`src/rtl/video_timing_pkg.sv`:
```
// video_timing_pkg: board timing table and modular sync-position helper
package video_timing_pkg;

    localparam int TW          = 10;
    localparam int TABLE_MODES = 4;

    typedef struct packed {
        logic [TW-1:0] htotal;
        logic [TW-1:0] hbl_s;
        logic [TW-1:0] hbl_e;
        logic [TW-1:0] hs_s;
        logic [TW-1:0] hs_e;
        logic [TW-1:0] vtotal;
        logic [TW-1:0] vbl_s;
        logic [TW-1:0] vbl_e;
        logic [TW-1:0] vs_s;
        logic [TW-1:0] vs_e;
    } timing_t;

    localparam timing_t MODE_TABLE [TABLE_MODES] = '{
        '{10'd386, 10'd349, 10'd29, 10'd363, 10'd379, 10'd262, 10'd256, 10'd16, 10'd0,   10'd8},
        '{10'd386, 10'd333, 10'd45, 10'd363, 10'd379, 10'd262, 10'd240, 10'd16, 10'd0,   10'd8},
        '{10'd386, 10'd285, 10'd29, 10'd363, 10'd379, 10'd262, 10'd240, 10'd16, 10'd0,   10'd8},
        '{10'd383, 10'd293, 10'd37, 10'd335, 10'd351, 10'd261, 10'd240, 10'd16, 10'd244, 10'd247}
    };

    // Shift a position by a signed offset, folding the result back into 0..total
    function automatic int wrap_add(input int base, input int off, input int total);
        int s;
        s = base + off;
        if (s < 0)
            s = s + total + 1;
        else if (s > total)
            s = s - total - 1;
        return s;
    endfunction

endpackage

```
`src/rtl/video_sync_window.sv`:
```
// video_sync_window: wrap-aware sync flag whose start/end positions reload at frame wrap
module video_sync_window
    import video_timing_pkg::*;
#(
    parameter int W     = 9,
    parameter int RST_S = 0,
    parameter int RST_E = 0
) (
    input  logic         clk,
    input  logic         reset,
    input  logic         i_tick,
    input  logic         i_cmp,
    input  logic         i_load,
    input  logic [W-1:0] i_cnt,
    input  logic [W-1:0] i_base_s,
    input  logic [W-1:0] i_base_e,
    input  logic [W-1:0] i_total,
    input  logic [W-1:0] i_off,
    output logic         o_sync
);

    logic [W-1:0] r_s;
    logic [W-1:0] r_e;
    logic         r_sync;
    logic [W-1:0] w_s;
    logic [W-1:0] w_e;

    // Offset-adjusted window for the frame about to start
    always_comb begin
        w_s = W'(wrap_add(int'(i_base_s), int'($signed(i_off)), int'(i_total)));
        w_e = W'(wrap_add(int'(i_base_e), int'($signed(i_off)), int'(i_total)));
    end

    // Start wins over end, so a window with start > end simply stays high across the wrap
    always_ff @(posedge clk) begin
        if (reset) begin
            r_s    <= W'(RST_S);
            r_e    <= W'(RST_E);
            r_sync <= 1'b0;
        end else if (i_tick) begin
            if (i_cmp)
                r_sync <= (i_cnt == r_s) ? 1'b1 : (i_cnt == r_e) ? 1'b0 : r_sync;
            if (i_load) begin
                r_s <= w_s;
                r_e <= w_e;
            end
        end
    end

    assign o_sync = r_sync;

endmodule

```
`src/rtl/video_timing_multi.sv`:
```
// video_timing_multi: multi-mode raster timing generator with frame-synchronous mode/offset updates
module video_timing_multi
    import video_timing_pkg::*;
#(
    parameter int HW     = 9,
    parameter int VW     = 9,
    parameter int NMODES = 4,
    parameter int MW     = $clog2(NMODES)
) (
    input  logic          clk,
    input  logic          reset,
    input  logic          clk_pix_en,
    input  logic [MW-1:0] mode,
    input  logic [HW-1:0] hs_offset,
    input  logic [VW-1:0] vs_offset,
    output logic [HW-1:0] hc,
    output logic [VW-1:0] vc,
    output logic          hbl,
    output logic          vbl,
    output logic          hsync,
    output logic          vsync,
    output logic          de,
    output logic          line_start,
    output logic          frame_start,
    output logic [MW-1:0] mode_act
);

    logic [HW-1:0] r_h;
    logic [VW-1:0] r_v;
    logic          r_hbl;
    logic          r_vbl;
    logic          r_de;
    logic          r_ls;
    logic          r_fs;
    logic [MW-1:0] r_mode;
    logic [31:0]   w_mode_ext;
    logic [MW-1:0] w_mode_sel;
    logic [HW-1:0] w_htot, w_hbl_s, w_hbl_e, w_nhtot, w_nhs_s, w_nhs_e;
    logic [VW-1:0] w_vtot, w_vbl_s, w_vbl_e, w_nvtot, w_nvs_s, w_nvs_e;
    logic          w_hend, w_vend, w_wrap, w_hbl_n, w_vbl_n;

    // Active entry drives the counters and blanks; the requested entry feeds the sync reload
    always_comb begin
        w_mode_ext = 32'(mode);
        w_mode_sel = (w_mode_ext < 32'(NMODES)) ? mode : '0;
        w_htot     = HW'(MODE_TABLE[r_mode].htotal);
        w_hbl_s    = HW'(MODE_TABLE[r_mode].hbl_s);
        w_hbl_e    = HW'(MODE_TABLE[r_mode].hbl_e);
        w_vtot     = VW'(MODE_TABLE[r_mode].vtotal);
        w_vbl_s    = VW'(MODE_TABLE[r_mode].vbl_s);
        w_vbl_e    = VW'(MODE_TABLE[r_mode].vbl_e);
        w_nhtot    = HW'(MODE_TABLE[w_mode_sel].htotal);
        w_nhs_s    = HW'(MODE_TABLE[w_mode_sel].hs_s);
        w_nhs_e    = HW'(MODE_TABLE[w_mode_sel].hs_e);
        w_nvtot    = VW'(MODE_TABLE[w_mode_sel].vtotal);
        w_nvs_s    = VW'(MODE_TABLE[w_mode_sel].vs_s);
        w_nvs_e    = VW'(MODE_TABLE[w_mode_sel].vs_e);
        w_hend     = r_h == w_htot;
        w_vend     = r_v == w_vtot;
        w_wrap     = w_hend & w_vend;
        w_hbl_n    = (r_h == w_hbl_s) ? 1'b1 : (r_h == w_hbl_e) ? 1'b0 : r_hbl;
        w_vbl_n    = !w_hend ? r_vbl : (r_v == w_vbl_s) ? 1'b1 : (r_v == w_vbl_e) ? 1'b0 : r_vbl;
    end

    // Counters, blanks, pulses and the frame-synchronous mode latch
    always_ff @(posedge clk) begin
        if (reset) begin
            r_h    <= '0;
            r_v    <= '0;
            r_hbl  <= 1'b0;
            r_vbl  <= 1'b0;
            r_de   <= 1'b0;
            r_ls   <= 1'b0;
            r_fs   <= 1'b0;
            r_mode <= '0;
        end else if (clk_pix_en) begin
            r_h   <= w_hend ? '0 : r_h + 1'b1;
            r_v   <= w_wrap ? '0 : w_hend ? r_v + 1'b1 : r_v;
            r_hbl <= w_hbl_n;
            r_vbl <= w_vbl_n;
            r_de  <= ~w_hbl_n & ~w_vbl_n;
            r_ls  <= w_hend;
            r_fs  <= w_wrap;
            if (w_wrap)
                r_mode <= w_mode_sel;
        end
    end

    video_sync_window #(
        .W     (HW),
        .RST_S (int'(MODE_TABLE[0].hs_s)),
        .RST_E (int'(MODE_TABLE[0].hs_e))
    ) u_hs (
        .clk      (clk),
        .reset    (reset),
        .i_tick   (clk_pix_en),
        .i_cmp    (1'b1),
        .i_load   (w_wrap),
        .i_cnt    (r_h),
        .i_base_s (w_nhs_s),
        .i_base_e (w_nhs_e),
        .i_total  (w_nhtot),
        .i_off    (hs_offset),
        .o_sync   (hsync)
    );

    video_sync_window #(
        .W     (VW),
        .RST_S (int'(MODE_TABLE[0].vs_s)),
        .RST_E (int'(MODE_TABLE[0].vs_e))
    ) u_vs (
        .clk      (clk),
        .reset    (reset),
        .i_tick   (clk_pix_en),
        .i_cmp    (w_hend),
        .i_load   (w_wrap),
        .i_cnt    (r_v),
        .i_base_s (w_nvs_s),
        .i_base_e (w_nvs_e),
        .i_total  (w_nvtot),
        .i_off    (vs_offset),
        .o_sync   (vsync)
    );

    assign hc          = r_h;
    assign vc          = r_v;
    assign hbl         = r_hbl;
    assign vbl         = r_vbl;
    assign de          = r_de;
    assign line_start  = r_ls;
    assign frame_start = r_fs;
    assign mode_act    = r_mode;

endmodule

```
`config.mk`:
```
export PLATFORM = sky130hd
export DESIGN_NAME = video_timing_multi
export DESIGN_NICKNAME = d
export VERILOG_FILES = /design/src/rtl/video_timing_pkg.sv /design/src/rtl/video_sync_window.sv /design/src/rtl/video_timing_multi.sv
export SDC_FILE = /design/constraint.sdc
export NUM_CORES = 1
export LEC_CHECK = 0
export ABC_CLOCK_PERIOD_IN_PS = 7850
export BUFFER_PORTS_ARGS = -buffer_cell sky130_fd_sc_hd__buf_2
export CORE_MARGIN = 2
export CORE_UTILIZATION = 61
export CTS_CLUSTER_DIAMETER = 40
export DETAILED_ROUTE_END_ITERATION = 6
export PLACE_DENSITY = 0.82
export SETUP_SLACK_MARGIN = 0.05
export SYNTH_ARGS = -nofsm -noshare
export SYNTH_HDL_FRONTEND = slang
export SYNTH_SLANG_ARGS = --single-unit
export TNS_END_PERCENT = 30
```
`constraint.sdc`:
```
create_clock -name clk -period 7.85 [get_ports clk]
set_clock_uncertainty 0.05 [all_clocks]
set_input_delay 1.57 -clock clk [delete_from_list [all_inputs] [get_ports clk]]
set_output_delay 1.57 -clock clk [all_outputs]
set_load 0.03 [all_outputs]
```
# [After elaboration in Yosys (flattened, before gate mapping)]
# Index checks and enable logic that the tools add are counted.
[op_classes] n_addsub=22 order_cmp=10 n_eq_ne=10 mux=26 bitwise=6 n_reduce_logical=7
[op_table] operator="binary-select mux 100 bit (select 2 bit)" count=2
[op_table] operator="2-to-1 mux 99 bit" count=4
[op_table] operator="2-to-1 mux 9 bit" count=11
[op_table] operator="equality test 9 bit" count=10
[op_table] operator="adder 10 x 9 -> 11 bit" count=4
[op_table] operator="greater-than comparator 11 x 10 -> 1 bit" count=4
[op_table] operator="less-than comparator 11 x 1 -> 1 bit (second input constant)" count=4
[op_table] operator="adder 9 x 2 -> 9 bit (second input constant)" count=4
[op_table] operator="adder 9 bit" count=4
[op_table] operator="subtractor 9 x 2 -> 9 bit (second input constant)" count=4
[op_table] operator="subtractor 9 bit" count=4
[op_table] operator="adder 9 x 1 -> 9 bit (second input constant)" count=2
[op_table] operator="2-to-1 mux 1 bit" count=9
[op_table] operator="greater-or-equal comparator 3 bit (second input constant)" count=2
[op_table] operator="NOT 2 -> 3 bit" count=2
[op_table] operator="AND reduction 2 bit" count=3
[op_table] operator="nonzero test 2 bit" count=3
[op_table] operator="AND reduction 3 bit" count=1
[op_table] operator="AND 1 bit" count=2
[op_table] operator="NOT 1 bit" count=2
[totals] register_bits=63 in_bits=23 out_inout_bits=27 wordCells=95

# [Longest topological paths before layout]
# Gate-level depths: netlist of the first run.
[logic_depth] depth_word=10 depth_mapped=19 mapped_depth_nobuf=16

# [Modules after synthesis]
# Synthesis of the first run repeated with hierarchy kept, for this count alone.
[unflattened] hier_cells=1139 hier_area_um2=8753.4
[modules_own_cells] mod="video_sync_window at u_vs" instances=1 cells_per_inst=471 area_per_inst_um2=3643.5 seq_area_each_um2=380.4
[modules_own_cells] mod="video_sync_window at u_hs" instances=1 cells_per_inst=495 area_per_inst_um2=3637.2 seq_area_each_um2=380.4
[modules_own_cells] mod="video_timing_multi" instances=1 cells_per_inst=173 area_per_inst_um2=1472.7 seq_area_each_um2=500.5

# [Least setup slack after synthesis of the first run]
# No wires, ideal clock.
[synth_timing] path_kind="input to register" startpoint="input mode[0]" endpoint="register u_hs.r_s[3]" setup_ns=0.062 arrival_time_ns=5.954 required_time_ns=7.738 slack_ns=1.784 path_stages=19 n_path_buf=3 cell_sequence="nand2_1 clkbuf_1 clkbuf_1 buf_1 inv_1 ha_1 o21a_1 nor2_1 nor2_1 nor2_1 xnor2_1 ha_1 inv_1 nor4_1 a22oi_1 a211oi_2 nor2_1 or4_1 nand3_1"
[synth_between] elab_chain_len=9 elab_cells_between_ends=13 cone_classes="5 x add/sub; 2 x order compare; 5 x mux; 1 x bitwise"
[synth_rtl] element="from (decl)" line="video_timing_multi.sv:13" source="input logic [MW-1:0] mode,"
[synth_rtl] element="NOT 2 -> 3 bit (implied by the code) (*)" line="video_timing_multi.sv:52, video_timing_multi.sv:53"
[synth_rtl] element="binary-select mux 100 bit (select 2 bit) (*)" line="video_timing_multi.sv:52, video_timing_multi.sv:53"
[synth_rtl] element="2-to-1 mux 99 bit (*) (2 in a row)"
[synth_rtl] element="adder 10 x 9 -> 11 bit" line="video_timing_pkg.sv:30" source="s = base + off;"
[synth_rtl] element="subtractor 9 bit" line="video_timing_pkg.sv:34" source="s = s - total - 1;"
[synth_rtl] element="subtractor 9 x 2 -> 9 bit" line="video_timing_pkg.sv:34"
[synth_rtl] element="2-to-1 mux 9 bit" line="video_timing_pkg.sv:33" source="else if (s > total)"
[synth_rtl] element="2-to-1 mux 9 bit (*)" line="video_timing_pkg.sv:31" source="if (s < 0)"
[synth_rtl] element="to (signal assigned)" line="video_sync_window.sv:37" source="r_s <= W'(RST_S);"
[synth_rtl] element="to (signal assigned)" line="video_sync_window.sv:44" source="r_s <= w_s;"
[synth_rtl] element="to (decl)" line="video_sync_window.sv:22" source="logic [W-1:0] r_s;"
# Mark *: on every way between the ends. The rest lies on a longest branch, timed or not. The select of a mux whose other input is x is not followed.
# A chain may end at the register's enable or synchronous reset.

# [Final worst setup path of the first run]
# Same ends and word-level chain as after synthesis.

==> results of run 1 <==
==> registers in the layout (all words and copies together), names as in the netlist <==
signal,count
de,1
frame_start,1
hbl,1
hc,9
line_start,1
mode_act,2
u_hs.o_sync,1
u_hs.r_e,9
u_hs.r_s,9
u_vs.o_sync,1
u_vs.r_e,9
u_vs.r_s,9
vbl,1
vc,9
==> where the power goes <==
group	leakage, nW	internal, mW	switching (mW)	total [mW]
registers	0.509	0.321	0.00403	0.325
clock network	0.118	0.203	0.120	0.322
logic	1.66	0.102	0.173	0.275
total	2.29	0.626	0.297	0.923
==> critical path, delay by kind of cell <==
family | cells | cell delay [ns]
buf+inv | 4 | 0.74
fa+ha+maj | 2 | 0.72
compound gates | 3 | 0.69
xor+xnor | 1 | 0.14
simple gates | 8 | 1.82
==> logic make-up (layout without fill, tap and decap cells) <==
| logic type | after synthesis | in the layout | share of synthesized area [%] |
|---|---|---|---|
| compound gates | 188 | 188 | 22.4 |
| flops | 63 | 63 | 23.1 |
| simple gates | 273 | 273 | 24.3 |
| buf+inv | 75 | 93 | 5.20 |
| mux | 10 | 10 | 1.86 |
| xor+xnor | 101 | 101 | 16.6 |
| fa+ha+maj | 27 | 27 | 6.60 |
==> how the worst max path moves through the flow <==
stage,startpoint,end,slack [ns],depth (start not counted)
4_1_cts,mode[0],u_hs.r_s[3],2.46,18
6_report,mode[0],u_hs.r_s[3],2.39,18
3_5_place_dp,mode[0],u_hs.r_s[3],2.12,18
3_3_place_gp,mode[0],u_hs.r_s[3],2.27,18
2_1_floorplan,mode[0],u_hs.r_s[3],1.78,19
5_1_grt,mode[0],u_hs.r_s[3],2.02,18
==> metrics by stage <==
step | instances | utilization (%) | power [mW]
finish | 863 | 67.8 | 0.923
global route | 863 | 67.8 | 0.965
CTS | 863 | 67.8 | 0.918
detailed placement | 848 | 65.1 | 0.601
global placement | 848 | 65.1 | 0.596
floorplan | 737 | - | 0.541
==> layout make-up <==
cell class	instances	area, um^2
Fill cell	765	2810
Clock buffer	12	165
Tap cell	108	135
Multi-Input combinational cell	599	3920
Timing Repair Buffer	52	268
Clock inverter	3	65.1
Inverter	26	97.6
Sequential cell	63	1260
==> metal layers <==
layer / vias to the layer above / track usage [%] / routed length, um
li1: 2651 / - / -
met1: 2555 / 42.1 / 6510
met2: 191 / 47.5 / 6710
met3: 17 / 4.04 / 845
met4: 0 / 8.11 / 171
met5: - / 0 / 0
==> cell usage after synthesis, types with 3 or more instances <==
library cell  instances
clkbuf_1             44
xnor2_1              60
ha_1                 24
a311oi_1              3
xor2_1               39
dfxtp_1              63
inv_1                25
o31ai_1              10
a21oi_1              54
o21a_1                4
or3_1                 5
nand3b_1              4
nand2b_1              7
a211oi_2              3
nor2_1               92
nand4_1              20
or2_2                 4
buf_1                 3
o21ai_0              50
and2_1                7
nand2_1              63
or4_1                 5
nor3_1               20
a31oi_1              11
mux2i_1               9
nor4_1               13
a211oi_1             14
nand3_1               8
a22o_1                4
and3_1               11
fa_1                  3
a32oi_1               3
==> summary.md, run 1 <==
| Metric | Value |
|---|---|
| Status | complete, no violations |
| First-pass GRT wire length | 24,100 um |
| DP HPWL | 10,700 um |
| Placed cell areas | 5680 um^2 |
| Commonest non-fill, non-tap cell in the layout | nor2_1 |
| Number of flops mapped to enable cells by yosys | 0 |
| GPL Wtd Cong | 0.995 |
| Commonest cells after routing, fill and taps aside | nor2_1, nand2_1, dfxtp_1 |
| Slew at the pin closest to its max-slew limit | 0.878 ns |
| # rows | 34 |
| Port-buffer cells | 49 |
| Most used cell, CP | nor2_1 |
| Routed wire length | 14,200 um |
| Via count | 5,414 |
| All-Layer GR Usage | 29.7% |
| Drt wl/cell | 16.5 um |
| Ys flop type | dfxtp_1 |
| F_max | 0.183 GHz |
| Total CTS buffers | 9 |
| Post-route ant nets | 0 |
| Seq/Total Area, Yosys | 23.1% |
| Final setup viols | 0 |
| DRC violations left | 0 |
| Hold depth | 2 |
| Crit Reg-Reg Startpoint | hc[2] |
| Post-Syn Instances | 737 |
| H-tree depth | 3 |
| Leakage | 2.29 nW |
| Initial antenna violation count | 0 |
| Synth Warn # | 0 |
| Die area | 9730 um^2 |
| Unique masters post-synth | 72 |
| Starting Density | 62.6% |
| Worst slack, placed | 2.12 ns |
| Worst path max stage delay | 0.49 ns |
| Initial DRC Count | 371 |
| Setup TNS | 0 ns |
| Clk root buf | clkbuf_8 |
| Vias per cell | 6.27 |
| Synth top area cells | dfxtp_1, xnor2_1, nor2_1, xor2_1, ha_1 |
| Hold WC Path Type | reg2reg |
| WP data required | 8.08 ns |
| Hold endpoint | frame_start |
| Sink Count | 63 |
| Hold_sp | frame_start |
| Clock Latency Late Sink | 0.34 ns |
| CP Class | in2reg |
| Reg2Reg Setup Slack | 4.41 ns |
| Final Hold Viols | 0 |
| Clock transition at path regs | 0.06 ns |
| Fin area | 5910 um^2 |
| Final Slew Violations | 0 |
| Number of global-route vias before repair | 5,015 |
| Slew HR | 41.4% |
| R2r endpoint | u_vs.r_s[1] |
| Ant diodes | 0 |
| Fin crit period | 5.46 ns |
| Yosys reg bits | 63 |
| Share of post-route cells with drive strength above 1 | 11.4% |
| GR Overflow Total | 0 |
| Bufs on Longest Clock Path | 2 |
| CP Launch Type | input port |
| Fin crit share | 69.6% |
| Pwr dens | 156 nW/um^2 |
| Worst Path Arrival | 5.69 ns |
| Crit-path cells | buf_2 > nand2_1 > buf_4 > inv_1 > ha_1 > o21a_1 > nor2_1 > nor2_1 > nor2_1 > xnor2_1 > ha_1 > inv_1 > nor4_1 > a22oi_1 > a211oi_2 > nor2_1 > or4_1 > nand3_1 |
| RSZ-0062 raised after global routing | no |
| Pin count of the biggest net entering global routing | 44 |
| # IOs | 50 |
| Synth Cell Area | 5460 um^2 |
| Synth async-reset ratio | 0% |
| Hold buffers post-CTS | 0 |
| CTS tree | done |
| Area leader, netlist | dfxtp_1 |
| Hold WS | 0.414 ns |
| Area Overhead vs Synth | 8.18% |
| Endpoint class of the critical path | register |
| Die Y | 98.6 um |
| Core ar. | 8720 um^2 |
| Post_cts resized | 0 |
| Post-synth top area share | 23.1% |
| Crit Path Max Fanout | 43 |
| Avg Cell Area, Syn | 7.41 um^2 |
| Setup Buffers After CTS | 0 |
| R2r worst-path depth | 8 |
| Final nets | 801 |
| Worst Slack Setup Final | 2.39 ns |
| Max_cap viols | 0 |
| Syn nets | 787 |
| Die W | 98.6 um |
| Crit-path slowest cell | or4_1 |
| Drt first pass iters | 5 |
| Peak VDD IR | 0.000109 V |
(Power assumes the default switching activity.)
==> run 2, diff against run 1 <==
ABC_AREA = 1   (was not set)
ABC_CLOCK_PERIOD_IN_PS = 4800   (was 7850)
CORE_UTILIZATION = 55   (was 61)
PLACE_DENSITY = 0.77   (was 0.82)
clock period = 4.8 ns   (was 7.85 ns; I/O delays follow)
==> run 2 against run 1 <==
Net effect:
- sequential cell count unchanged
- worst setup slack got worse by 1.5 ns
- combinational power grew 71%
- highest routed layer unchanged
==> summary.md, run 2 <==
| Metric | Value |
|---|---|
| Area leader, netlist | dfxtp_1 |
| Synth Warn # | 0 (unchanged) |
| Synth async-reset ratio | 0% (unchanged) |
| Fin crit period | 3.87 ns |
| Leakage | 3.06 nW (+34%) |
| F_max | 0.258 GHz |
| Worst Path Arrival | 4.06 ns (-1.63 ns) |
| Bufs on Longest Clock Path | 2 (unchanged) |
| Number of global-route vias before repair | 5,168 (+3.1%) |
| CTS tree | done |
| RSZ-0062 raised after global routing | no |
| Peak VDD IR | 0.000147 V (+35%) |
| Routed wire length | 14,100 um (-0.90%) |
| Top post-synthesis cells by count | nand2_1, inv_1, nand3_1 |
| Die W | 105 um (+7.0%) |
| Pwr dens | 237 nW/um^2 (+52%) |
| GR Overflow Total | 0 (unchanged) |
| Drt first pass iters | 5 (unchanged) |
| Ys flop type | dfxtp_1 |
| Avg Cell Area, Syn | 6.29 um^2 (-15%) |
| Final Hold Viols | 0 (unchanged) |
| Clk root buf | clkbuf_8 |
| # rows | 37 (+8.8%) |
| CP Launch Type | input port |
| Core ar. | 10,100 um^2 (+16%) |
| Fin crit share | 80.7% |
| Final setup viols | 0 (unchanged) |
| GPL Wtd Cong | 0.977 (-1.8%) |
| Area Overhead vs Synth | 8.17% (about the same) |
| Final cell count without fillers | 1,077 (+25%) |
| Share of post-route cells with drive strength above 1 | 13.5% (+2.1 points) |
| Die area | 11,100 um^2 (+14%) |
| # IOs | 50 (unchanged) |
| Slew HR | 52.3% (+11 points) |
| First-pass GRT wire length | 23,900 um (-0.74%) |
| Initial DRC Count | 379 (+2.2%) |
| WP data required | 4.98 ns (-3.10 ns) |
| Commonest non-fill, non-tap cell in the layout | nand2_1 |
| Via count | 5,771 (+6.6%) |
| Hold buffers post-CTS | 0 (unchanged) |
| Crit-path slowest cell | ha_1 |
| H-tree depth | 3 (unchanged) |
| CP Class | in2reg |
| Total CTS buffers | 9 (unchanged) |
| # fillers | 1,030 (+35%) |
| Max_cap viols | 0 (unchanged) |
| Syn nets | 951 (+21%) |
| DP HPWL | 11,000 um (+3.1%) |
| All-Layer GR Usage | 26.1% (-3.6 points) |
| Starting Density | 55.9% (-6.8 points) |
| Crit Path Max Fanout | 27 (-37%) |
| Final nets | 986 (+23%) |
| Synth Cell Area | 5670 um^2 (+3.7%) |
| Port-buffer cells | 49 (unchanged) |
| Unique masters post-synth | 53 (-26%) |
| Status | complete, no violations |
| Post-Syn Instances | 901 (+22%) |
| Final Slew Violations | 0 (unchanged) |
| Initial antenna violation count | 0 (unchanged) |
| Synth top area cells | dfxtp_1, nand2_1, inv_1, nand3_1, ha_1 |
| Slew at the pin closest to its max-slew limit | 0.715 ns (-0.163 ns) |
| Top-count cell post-synth | nand2_1 |
| DRC violations left | 0 (unchanged) |
| Setup Buffers After CTS | 0 (unchanged) |
| Endpoint class of the critical path | register |
| Sink Count | 63 (unchanged) |
| Ant diodes | 0 (unchanged) |
| Drt wl/cell | 13.1 um (-21%) |
| Placed cell count | 1,061 (+25%) |
| Die Y | 105 um (+7.0%) |
| Clock transition at path regs | 0.07 ns (about the same) |
| Pin count of the biggest net entering global routing | 28 (-36%) |
| Commonest cells after routing, fill and taps aside | nand2_1, inv_1, nand3_1 |
| Post_cts resized | 0 (unchanged) |
| Number of flops mapped to enable cells by yosys | 0 (unchanged) |
| Hold WC Path Type | reg2reg |
| Post-synth top area share | 22.3% (-0.83 points) |
| Final core occ | 60.4% (-7.3 points) |
| Setup TNS | 0 ns (unchanged) |
| Vias per cell | 5.36 (-15%) |
| Post-route ant nets | 0 (unchanged) |
| Yosys reg bits | 63 (unchanged) |
| Crit-path cells | buf_2 > nand2_4 > inv_1 > ha_1 > o21ai_0 > nand2_1 > nand2_1 > nand2_1 > xor2_1 > inv_1 > ha_1 > inv_1 > o21bai_1 > a21oi_1 > nand3_2 > nand2_2 > inv_1 > nand2_1 > nand3_1 > o21ai_0 |
| Worst path max stage delay | 0.34 ns (-0.15 ns) |
| Seq/Total Area, Yosys | 22.3% (-0.83 points) |
| Clock Latency Late Sink | 0.36 ns (+0.02 ns) |
[run 2: changes by cell type in the layout (fill, tap and decap cells not counted), sizes merged, moves of 10 or more]
cell,delta
nor2,-22
a211oi,-13
and3,-11
nand2,+201
nor3,-10
nand3,+78
inv,+95
xnor2,-50
[run 2: where the power goes]
part           leakage, nW  internal, mW  total, mW  switching, mW
logic                 2.45         0.149      0.470          0.321
registers            0.509         0.526      0.531        0.00540
clock network        0.100         0.251      0.452          0.200
[run 2: final timing paths]
kind	startpoint	endpoint	slack (ns)	cells past startpoint
max	mode[0]	u_hs.r_s[2]	0.93	20
min	u_vs.r_e[7]	u_vs.r_e[7]	0.40	2
max reg2reg	mode_act[0]	vc[2]	1.76	12
min reg2reg	u_vs.r_e[7]	u_vs.r_e[7]	0.40	2
[run 2: logic make-up (layout without fill, tap and decap cells)]
group           Yosys count  count (layout)  share of synthesized area, %
flops                    63              63                          22.3
buf+inv                 150             190                          11.0
simple gates            468             468                          38.1
compound gates          147             147                          14.8
xor+xnor                 46              46                          7.38
fa+ha+maj                27              27                          6.36
[run 2: layout make-up]
cell class | count | area [um^2] | area share (%)
multi-input cells | 688 | 3780 | 61.7
flip-flops and latches | 63 | 1260 | 20.6
inverters | 123 | 468 | 7.64
repair buffers | 51 | 260 | 4.25
well taps | 136 | 170 | 2.78
clock buffers | 12 | 145 | 2.37
clock inverters | 4 | 45.0 | 0.735
[run 2: layer usage]
metal  vias up  global-route usage (%)  wire (um)  part of all wire, %
met2       163                    39.9       6010                   43
met5         -                       0          0                    0
met4         0                    8.18        215                  1.5
li1       3029                       -          -                    -
met3        21                    3.83        823                  5.8
met1      2558                    37.8       7060                   50
[run 2: stage by stage]
step,hold slack (ns),total power [mW],instance area [um^2],worst slack [ns]
after floorplan,0.376,0.917,5670,1.20
after global placement,0.389,1.00,5940,0.650
after detailed placement,0.391,1.00,5940,0.641
after CTS,0.405,1.45,6130,1.01
after global routing,0.436,1.55,6130,0.641
final,0.402,1.45,6130,0.926
[run 2: critical path, delay by kind of cell]
kind | cells | cell delay [ns]
buffers and inverters | 5 | 0.53
AND/OR/NAND/NOR | 8 | 1.14
adder cells (fa/ha/maj) | 2 | 0.66
XOR/XNOR | 1 | 0.23
AO/OA/AOI/OAI | 4 | 0.54
==> run 3, diff against run 2 <==
ABC_CLOCK_PERIOD_IN_PS = 3550   (was 4800)
clock period = 3.55 ns   (was 4.8 ns; I/O delays follow)
==> run 3 against run 2 <==
Net effect:
- sequential cell count unchanged
- clock-buffer cell count unchanged
- largest cell class unchanged
- sequential share of layout area decreased by 0.30 points
- critical path type unchanged
- register-to-register slack got worse by 0.99 ns
- highest routed layer unchanged
==> summary.md, run 3 (synthesized netlist as in run 2, its figures left out) <==
| Metric | Value |
|---|---|
| Setup TNS | 0 ns (unchanged) |
| Sink Count | 63 (unchanged) |
| Worst path max stage delay | 0.32 ns (-0.02 ns) |
| Starting Density | 55.9% (unchanged) |
| Final Slew Violations | 0 (unchanged) |
| Hold WC Path Type | reg2reg |
| Slew HR | 50.4% (-1.9 points) |
| Final Power | 1.92 mW (+32%) |
| Fraction of power consumed by combinational cells | 34.0% (+1.6 points) |
| Sw Pwr | 706 uW (+34%) |
| Number of global-route vias before repair | 5,260 (+1.8%) |
| Drt first pass iters | 7 (+2) |
| Clock Latency Late Sink | 0.35 ns (about the same) |
| Leakage | 3.12 nW (+2.1%) |
| Switching power share of the total | 36.8% (+0.57 points) |
| Crit-path slowest cell | ha_1 |
| Pin count of the biggest net entering global routing | 25 (-11%) |
| Die area | 11,100 um^2 (unchanged) |
| All-Layer GR Usage | 26.3% (+0.18 points) |
| CP Launch Type | input port |
| First-pass GRT wire length | 24,300 um (+1.4%) |
| Post-route ant nets | 0 (unchanged) |
| WP data required | 3.74 ns (-1.24 ns) |
| Reg power frac | 37.5% (+0.9 points) |
| # IOs | 50 (unchanged) |
| Commonest non-fill, non-tap cell in the layout | nand2_1 |
| Hold buffers post-CTS | 0 (unchanged) |
| Port-buffer cells | 49 (unchanged) |
| Final Hold Viols | 0 (unchanged) |
| Reg2Reg Setup Slack | 0.77 ns (-0.99 ns) |
| Crit path buf inv count | 5 (unchanged) |
| Clk root buf | clkbuf_8 |
| Clock transition at path regs | 0.06 ns (about the same) |
| Routed wire length | 14,100 um (-0.26%) |
| Core ar. | 10,100 um^2 (unchanged) |
| Initial DRC Count | 323 (-15%) |
| F_max | 0.324 GHz |
| Pwr dens | 309 nW/um^2 (+30%) |
| H-tree depth | 3 (unchanged) |
| Final setup viols | 0 (unchanged) |
| Post_cts resized | 0 (unchanged) |
| Bufs on Longest Clock Path | 2 (unchanged) |
| CTS tree | done |
| CP Class | in2reg |
| Commonest cells after routing, fill and taps aside | nand2_1, inv_1, nand3_1 |
| Int Power | 1.21 mW (+31%) |
| Share of post-route cells with drive strength above 1 | 14.9% (+1.4 points) |
| Clk pwr share | 28.6% (-2.5 points) |
| Crit-path cells | buf_2 > nand2_4 > inv_1 > ha_1 > o21ai_0 > nand2_1 > inv_1 > nand2_1 > nand2_1 > nand2_1 > xor2_1 > inv_1 > ha_1 > nand2_1 > nor2_1 > nand3_1 > nand3_1 > nand2_2 > inv_2 > nand2_1 > nand3_1 > nand2_1 |
| Worst Path Arrival | 3.28 ns (-0.78 ns) |
| Slew at the pin closest to its max-slew limit | 0.743 ns (+0.0279 ns) |
| Fin crit period | 3.08 ns |
| Initial antenna violation count | 0 (unchanged) |
| Area Overhead vs Synth | 9.76% |
| DP HPWL | 11,300 um (+2.5%) |
| Vias per cell | 5.35 (about the same) |
| Die Y | 105 um (unchanged) |
| Most used cell, CP | nand2_1 |
| # rows | 37 (unchanged) |
| Via count | 5,841 (+1.2%) |
| Drt wl/cell | 12.9 um (-1.5%) |
| Max_cap viols | 0 (unchanged) |
| GPL Wtd Cong | 0.995 (+1.9%) |
| Endpoint class of the critical path | register |
| Status | complete, no violations |
| CP top delay family | simple AND/OR/NAND/NOR gates |
| Crit Path Max Fanout | 9 (-67%) |
| DRC violations left | 0 (unchanged) |
| Ant diodes | 0 (unchanged) |
| GR Overflow Total | 0 (unchanged) |
| RSZ-0062 raised after global routing | no |
| Fin crit share | 86.9% |
| Peak VDD IR | 0.000171 V (+16%) |
| Die W | 105 um (unchanged) |
| Setup Buffers After CTS | 0 (unchanged) |
| Final nets | 1,000 (+1.4%) |
| Total CTS buffers | 9 (unchanged) |
## run 3: tightest hold or removal path, cell delays in order (launching register included)
cell and delay [ns]:
dfxtp_1 0.31, nand2_1 0.06, nand2_1 0.04
## run 3: power by group through the flow
stage,combinational (mW),clock [mW],sequential (mW)
floorplan,0.500,0,0.740
global placement,0.634,0,0.734
detailed placement,0.642,0,0.734
CTS,0.645,0.563,0.719
global route,0.742,0.591,0.719
finish,0.652,0.548,0.719
## run 3: final cells by class
| class | count | area, um^2 |
|---|---|---|
| inverters | 123 | 468 |
| clock buffers | 12 | 155 |
| flip-flops and latches | 63 | 1260 |
| fillers | 1007 | 3920 |
| clock inverters | 4 | 20.0 |
| well taps | 136 | 170 |
| multi-input cells | 688 | 3780 |
| repair buffers | 65 | 365 |
## run 3: path summary, 6_finish.rpt
kind | end | cells after the start | start
max reg2reg | vc[7] | 12 | mode_act[0]
min reg2reg | u_vs.r_e[7] | 2 | u_vs.r_e[7]
min | u_vs.r_e[7] | 2 | u_vs.r_e[7]
max | u_hs.r_e[7] | 22 | mode[0]
## run 3: stage by stage
step	instance area (um^2)	setup slack (ns)	hold slack [ns]	util, %	std cells
5_1_grt	6220	0.0817	0.437	61.3	1091
4_1_cts	6220	0.477	0.406	61.3	1091
2_1_floorplan	5670	0.199	0.376	-	901
3_5_place_dp	6040	0.113	0.392	59.6	1075
6_report	6220	0.467	0.401	61.3	1091
3_3_place_gp	6040	0.151	0.389	59.6	1075
## run 3: per-layer routing
metal / part of all wire, % / up-vias / GRT usage [%]
li1: - / 3050 / -
met2: 44 / 181 / 42.0
met3: 4.8 / 15 / 2.72
met4: 1.4 / 0 / 7.24
met1: 50 / 2595 / 37.6
met5: 0 / - / 0
